## config.mk

```make
export PLATFORM = sky130hd
export DESIGN_NAME = rv32i_decode
export DESIGN_NICKNAME = d
export VERILOG_FILES = /design/src/rtl/rv32i_decode.sv
export SDC_FILE = /design/constraint.sdc
export NUM_CORES = 1
export LEC_CHECK = 0
export BUFFER_PORTS_ARGS = -buffer_cell sky130_fd_sc_hd__buf_4
export CAP_MARGIN = 25
export CORE_ASPECT_RATIO = 1.25
export CORE_MARGIN = 4
export CORE_UTILIZATION = 30
export CTS_BUF_LIST = sky130_fd_sc_hd__clkbuf_2
export CTS_CLUSTER_SIZE = 16
export DETAILED_ROUTE_END_ITERATION = 6
export PLACE_DENSITY_LB_ADDON = 0.25
export SLEW_MARGIN = 25
export SYNTH_ARGS = -nofsm -noshare
export SYNTH_HDL_FRONTEND = slang
export SYNTH_SLANG_ARGS = --single-unit
```

## constraint.sdc

```tcl
create_clock -name clk -period 5 [get_ports clk]
set_clock_uncertainty 0.15 [all_clocks]
set_input_delay 0.5 -clock clk [delete_from_list [all_inputs] [get_ports clk]]
set_output_delay 0.5 -clock clk [all_outputs]
set_load 0.1 [all_outputs]
```

## src/rtl/rv32i_decode.sv

```systemverilog
// rv32i_decode: RV32I decode stage between fetch and the ALU.
// It drives the register-file read indices and registers the decoded fields for one cycle.
module rv32i_decode #(
  parameter int unsigned FLUSH_CYCLES = 2,
  parameter logic [31:0] NOP_INSTR = 32'h00000013
) (
  input  logic        clk,
  input  logic        reset_n,
  input  logic [31:0] instr,
  input  logic [31:0] instr_pc,
  input  logic        instr_valid,
  input  logic        stall,
  input  logic        flush,
  output logic [4:0]  rs1_idx,
  output logic [4:0]  rs2_idx,
  output logic        hazard,
  output logic        d_valid,
  output logic [31:0] d_pc,
  output logic [4:0]  d_rd_idx,
  output logic [31:0] d_imm,
  output logic [6:0]  d_opcode,
  output logic [2:0]  d_funct3,
  output logic        d_funct7b5,
  output logic        d_is_load,
  output logic        d_is_store,
  output logic        d_illegal
);
  localparam logic [6:0] OP_LUI    = 7'b0110111;
  localparam logic [6:0] OP_AUIPC  = 7'b0010111;
  localparam logic [6:0] OP_JAL    = 7'b1101111;
  localparam logic [6:0] OP_JALR   = 7'b1100111;
  localparam logic [6:0] OP_BRANCH = 7'b1100011;
  localparam logic [6:0] OP_LOAD   = 7'b0000011;
  localparam logic [6:0] OP_STORE  = 7'b0100011;
  localparam logic [6:0] OP_IMM    = 7'b0010011;
  localparam logic [6:0] OP_OP     = 7'b0110011;
  localparam logic [6:0] OP_FENCE  = 7'b0001111;
  localparam logic [6:0] OP_SYSTEM = 7'b1110011;
  localparam logic [1:0] FC = 2'(FLUSH_CYCLES);

  typedef enum logic {RUN, DRAIN} state_t;

  state_t      state_q;
  state_t      state_d;
  logic [1:0]  cnt_q;
  logic [1:0]  cnt_d;
  logic        take;
  logic        bubble;
  logic [4:0]  hold_rs1;
  logic [4:0]  hold_rs2;

  logic [6:0]  op;
  logic [4:0]  rs1;
  logic [4:0]  rs2;
  logic        f_r;
  logic        f_i;
  logic        f_s;
  logic        f_b;
  logic        f_u;
  logic        f_j;
  logic        f_n;
  logic        bad;
  logic [31:0] imm;
  logic [4:0]  rd;
  logic        use_rs1;
  logic        use_rs2;
  logic        src_hit;

  assign op  = instr[6:0];
  assign rs1 = instr[19:15];
  assign rs2 = instr[24:20];

  always_comb begin
    f_r = 1'b0;
    f_i = 1'b0;
    f_s = 1'b0;
    f_b = 1'b0;
    f_u = 1'b0;
    f_j = 1'b0;
    f_n = 1'b0;
    bad = 1'b0;
    unique case (1'b1)
      op == OP_OP:     f_r = 1'b1;
      op == OP_LOAD,
      op == OP_IMM,
      op == OP_JALR:   f_i = 1'b1;
      op == OP_STORE:  f_s = 1'b1;
      op == OP_BRANCH: f_b = 1'b1;
      op == OP_LUI,
      op == OP_AUIPC:  f_u = 1'b1;
      op == OP_JAL:    f_j = 1'b1;
      op == OP_FENCE,
      op == OP_SYSTEM: f_n = 1'b1;
      default:         bad = 1'b1;
    endcase
  end

  always_comb begin
    imm = '0;
    unique case (1'b1)
      f_i: imm = {{20{instr[31]}}, instr[31:20]};
      f_s: imm = {{20{instr[31]}}, instr[31:25],
                  instr[11:7]};
      f_b: imm = {{19{instr[31]}}, instr[31], instr[7],
                  instr[30:25], instr[11:8], 1'b0};
      f_u: imm = {instr[31:12], 12'h000};
      f_j: imm = {{11{instr[31]}}, instr[31],
                  instr[19:12], instr[20],
                  instr[30:21], 1'b0};
      default: imm = '0;
    endcase
  end

  // Illegal encodings carry no destination but still name rs1.
  assign rd = (f_r | f_i | f_u | f_j | f_n)
            ? instr[11:7] : 5'd0;
  assign use_rs1 = ~(f_u | f_j);
  assign use_rs2 = f_r | f_s | f_b;
  assign src_hit = (use_rs1 & (d_rd_idx == rs1))
                 | (use_rs2 & (d_rd_idx == rs2));

  assign hazard = d_valid & d_is_load
                & (d_rd_idx != 5'd0)
                & instr_valid & ~stall & ~flush
                & (state_q == RUN) & src_hit;

  assign rs1_idx = stall ? hold_rs1 : rs1;
  assign rs2_idx = stall ? hold_rs2 : rs2;

  always_comb begin
    state_d = state_q;
    cnt_d   = cnt_q;
    take    = 1'b0;
    bubble  = 1'b0;
    if (!stall) begin
      if (flush) begin
        state_d = DRAIN;
        cnt_d   = FC;
        bubble  = 1'b1;
      end else if (state_q == DRAIN) begin
        bubble = 1'b1;
        if (instr_valid) begin
          cnt_d = cnt_q - 2'd1;
          if (cnt_q == 2'd1) state_d = RUN;
        end
      end else if (hazard || !instr_valid) begin
        bubble = 1'b1;
      end else begin
        take = 1'b1;
      end
    end
  end

  always_ff @(posedge clk or negedge reset_n) begin
    if (!reset_n) begin
      state_q    <= RUN;
      cnt_q      <= '0;
      d_valid    <= 1'b0;
      d_pc       <= '0;
      d_rd_idx   <= '0;
      d_imm      <= '0;
      d_opcode   <= NOP_INSTR[6:0];
      d_funct3   <= NOP_INSTR[14:12];
      d_funct7b5 <= NOP_INSTR[30];
      d_is_load  <= 1'b0;
      d_is_store <= 1'b0;
      d_illegal  <= 1'b0;
      hold_rs1   <= NOP_INSTR[19:15];
      hold_rs2   <= NOP_INSTR[24:20];
    end else begin
      state_q <= state_d;
      cnt_q   <= cnt_d;
      if (take) begin
        d_valid    <= 1'b1;
        d_pc       <= instr_pc;
        d_rd_idx   <= rd;
        d_imm      <= imm;
        d_opcode   <= op;
        d_funct3   <= instr[14:12];
        d_funct7b5 <= instr[30];
        d_is_load  <= (op == OP_LOAD);
        d_is_store <= (op == OP_STORE);
        d_illegal  <= bad;
        hold_rs1   <= rs1;
        hold_rs2   <= rs2;
      end else if (bubble) begin
        d_valid    <= 1'b0;
        d_pc       <= '0;
        d_rd_idx   <= '0;
        d_imm      <= '0;
        d_opcode   <= NOP_INSTR[6:0];
        d_funct3   <= NOP_INSTR[14:12];
        d_funct7b5 <= NOP_INSTR[30];
        d_is_load  <= 1'b0;
        d_is_store <= 1'b0;
        d_illegal  <= 1'b0;
        hold_rs1   <= NOP_INSTR[19:15];
        hold_rs2   <= NOP_INSTR[24:20];
      end
    end
  end
endmodule

```

==> flow_metrics.py <==
metrics = {
    "worst_setup_path": {
        "cp-end-kind": "output port",
        "startpoint_type": "input port",
        "worstSetupStartpoint": "instr[2]",
        "crit_path_end": "hazard",
        "r2r_slack_ns": 2.41,
        "required_ns": 4.35,
        "r2r_end": "d_imm[8]",
        "worstRegToRegCells": 5,
        "worstSetupPathType": "in2out",
        "cp_data_arrival_time_ns": 2.45,
        "critPathMaxFanout": 12,
        "timing.rr.start": "d_rd_idx[3]",
    },
    "outcome": {
        "status": "finished, final reports clean",
    },
    "timing": {
        "fmax_mhz": 323,
        "setup_viol": 0,
        "hold_violations": 0,
        "tightestPinTransition_ns": 0.854,
        "relSlewSlack_pct": 42.9,
        "period_needed_ns": 3.10,
        "period_share_pct": 62.0,
        "drv_slew": 0,
        "setup_tns_ns": 0,
        "rsz0062_at_grt": "false",
    },
    "power": {
        "powerDensity_nw_per_um2": 230,
        "p_leak_nw": 3.20,
        "power_mw": 1.49,
        "ir_worst_vdd_v": 0.0000949,
    },
    "floorplan": {
        "initial_utilization_pct": 30.7,
        "coreArea_um2": 14500,
        "die_x_um": 117,
        "design.die.area_um2": 16800,
        "die_h_um": 144,
        "row_count": 49,
        "ioPinCount": 164,
    },
    "synthesis": {
        "ys_ff_latch": 97,
        "synth-edff-count": 0,
        "avgSynthCellArea_um2": 11.1,
        "synth_top_cell_by_area": "dfrtp_1",
        "synth_area_um2": 4440,
        "synthTopCellsByArea": "dfrtp_1 53%, a22o_1 8.3%, nand2_1 4.4%",
        "ys_top_cells_by_count": "94 x dfrtp_1, 52 x nand2_1, 42 x a22o_1",
        "yosys.area.top_type_share_pct": 53.0,
        "synth_ff_type": "dfrtp_1",
        "yosysWarnings": 0,
        "async_reset_ff_share_pct": 100,
        "synth_cell_types": 51,
        "mappedNetlistNets": 471,
        "seq_area_frac_synth_pct": 54.8,
        "netlist_instances": 401,
        "yosysMostFrequentCell": "dfrtp_1",
    },
    "placed_design": {
        "numPortBuffers": 163,
        "dp_hpwl_mm": 9.90,
        "gp_congestion": 0.824,
        "place_area_um2": 5730,
        "dp_cells": 713,
    },
    "clocking": {
        "clockRootBuffer": "clkbuf_2",
        "numClockSinks": 97,
        "clock_latency_ns": 0.59,
        "htree_levels": 3,
        "cts_resized": 0,
        "hold_buffers": 60,
        "cts_tree": "built",
        "post-cts-setup-buffers": 0,
        "path_clk_slew_ns": 0.27,
        "max-clock-path-buffers": 2,
        "cts_made_buffers": 9,
    },
    "grt": {
        "met1_usage_pct": 21.0,
        "grt_pass1_wl_mm": 22.3,
        "grt_max_degree": 61,
        "use_met2_pct": 29.6,
        "antenna_found_initial": 1,
        "grt_usage_pct": 17.2,
        "grt-busiest-layer": "met2",
        "grt_overflow_total": 0,
        "grt_pass1_vias": 4150,
        "use_met3_pct": 2.70,
    },
    "cells_and_area": {
        "fin_cells": 790,
        "fin_area_um2": 6460,
        "seqCellArea_um2": 2430,
        "drive_gt1_share_pct": 32.6,
        "synthToLayoutAreaGrowth_pct": 45.6,
        "nFillCells": 1402,
        "multiInputGateArea_um2": 1780,
        "design.final.nets": 676,
    },
    "hold_path": {
        "hold_path_class": "in2reg",
    },
    "route": {
        "via_per_inst": 5.11,
        "routedWlPerCell_um": 18.2,
        "vias": 4039,
        "wirelength_mm": 14.4,
        "firstDrtPassIters": 4,
        "drt_iter0_drc": 338,
        "drc": 0,
        "ant_nets": 0,
    },
    "job": {
        "maxCapViolCount": 0,
    },
}
## report_power, final
| part | internal [mW] | switching [mW] | leakage [nW] |
|---|---|---|---|
| Clock | 0.120 | 0.290 | 0.0709 |
| Sequential | 0.797 | 0.00636 | 1.33 |
| Combinational | 0.103 | 0.171 | 1.79 |
| Total | 1.02 | 0.468 | 3.20 |
## flip-flops by register name, indices dropped and copies added, names as in the netlist, 2 cells and up
register  flops
cnt_q         2
d_funct3      3
d_imm        32
d_opcode      7
d_pc         32
d_rd_idx      5
hold_rs1      5
hold_rs2      5
## layout by cell type, fill, tap and decap left out, drive strengths merged, types with 2 or more instances in the layout
| cell | instances |
|---|---|
| nand4 | 3 |
| a22oi | 6 |
| dfrtp | 94 |
| inv | 20 |
| xnor2 | 2 |
| buf | 165 |
| and4b | 2 |
| mux2 | 5 |
| xor2 | 8 |
| o21ai | 18 |
| nor2b | 3 |
| o211ai | 9 |
| dlygate4sd3 | 60 |
| a21oi | 20 |
| o31ai | 22 |
| a32o | 15 |
| nor3 | 7 |
| nor2 | 8 |
| dfstp | 3 |
| o21a | 2 |
| nand3 | 2 |
| clkbuf | 9 |
| a2bb2oi | 4 |
| and2 | 3 |
| clkinv | 2 |
| nor3b | 2 |
| nand2 | 53 |
| and3 | 4 |
| a22o | 42 |
## kinds of logic (layout without fill, tap and decap cells)
family | after synthesis | after routing | synth area share [%]
and+or+nand+nor | 95 | 95 | 11.4
adders and majority gates | 1 | 1 | 0.282
DFF | 97 | 97 | 54.8
xor gates and xnor gates | 10 | 10 | 1.97
muxes | 6 | 6 | 1.49
AOI/OAI and AO/OA | 144 | 144 | 24.9
other | 0 | 1 | 0
buffers and inverters | 48 | 258 | 5.19
## layer usage
layer,part of all wire (%),vias up
li1,-,1893
met1,41,2015
met2,53,113
met3,4.5,18
met4,2.1,0
met5,0,-
## how the worst min path moves through the flow
stage	start	to	slack, ns	cells past startpoint
after floorplan	reset_n	cnt_q[0]	0.05	0
after global placement	d_opcode[4]	d_opcode[4]	0.31	2
after detailed placement	d_opcode[4]	d_opcode[4]	0.31	2
after CTS	instr[18]	hold_rs1[3]	0.0004	3
after global routing	instr[17]	hold_rs1[2]	0.005	3
final	instr[15]	hold_rs1[0]	0.08	3
## cell type report
| type | instances | share of cell area [%] |
|---|---|---|
| multi-input combinational | 256 | 27.5 |
| clock inverter | 7 | 1.18 |
| timing repair buffer | 225 | 28.5 |
| antenna | 1 | 0.0387 |
| inverter | 17 | 0.988 |
| tap | 178 | 3.45 |
| clock buffer | 9 | 0.697 |
| sequential | 97 | 37.6 |
## critical path: stages
cell and delay, ns:
dlygate4sd3_1 0.54, buf_4 0.18, and4bb_2 0.35, and3_1 0.23, nand3_1 0.09, a21boi_0 0.23
buf_4 0.33
## per-stage QoR
stage               setup slack [ns]  hold slack [ns]  util [%]
floorplan                      0.656           0.0544         -
global route                    1.73          0.00508      44.6
global placement                2.13            0.307      39.6
detailed placement              2.09            0.306      39.6
finish                          1.90           0.0774      44.6
CTS                             1.89         0.000355      44.6
Power figures use the tool's default switching activity.
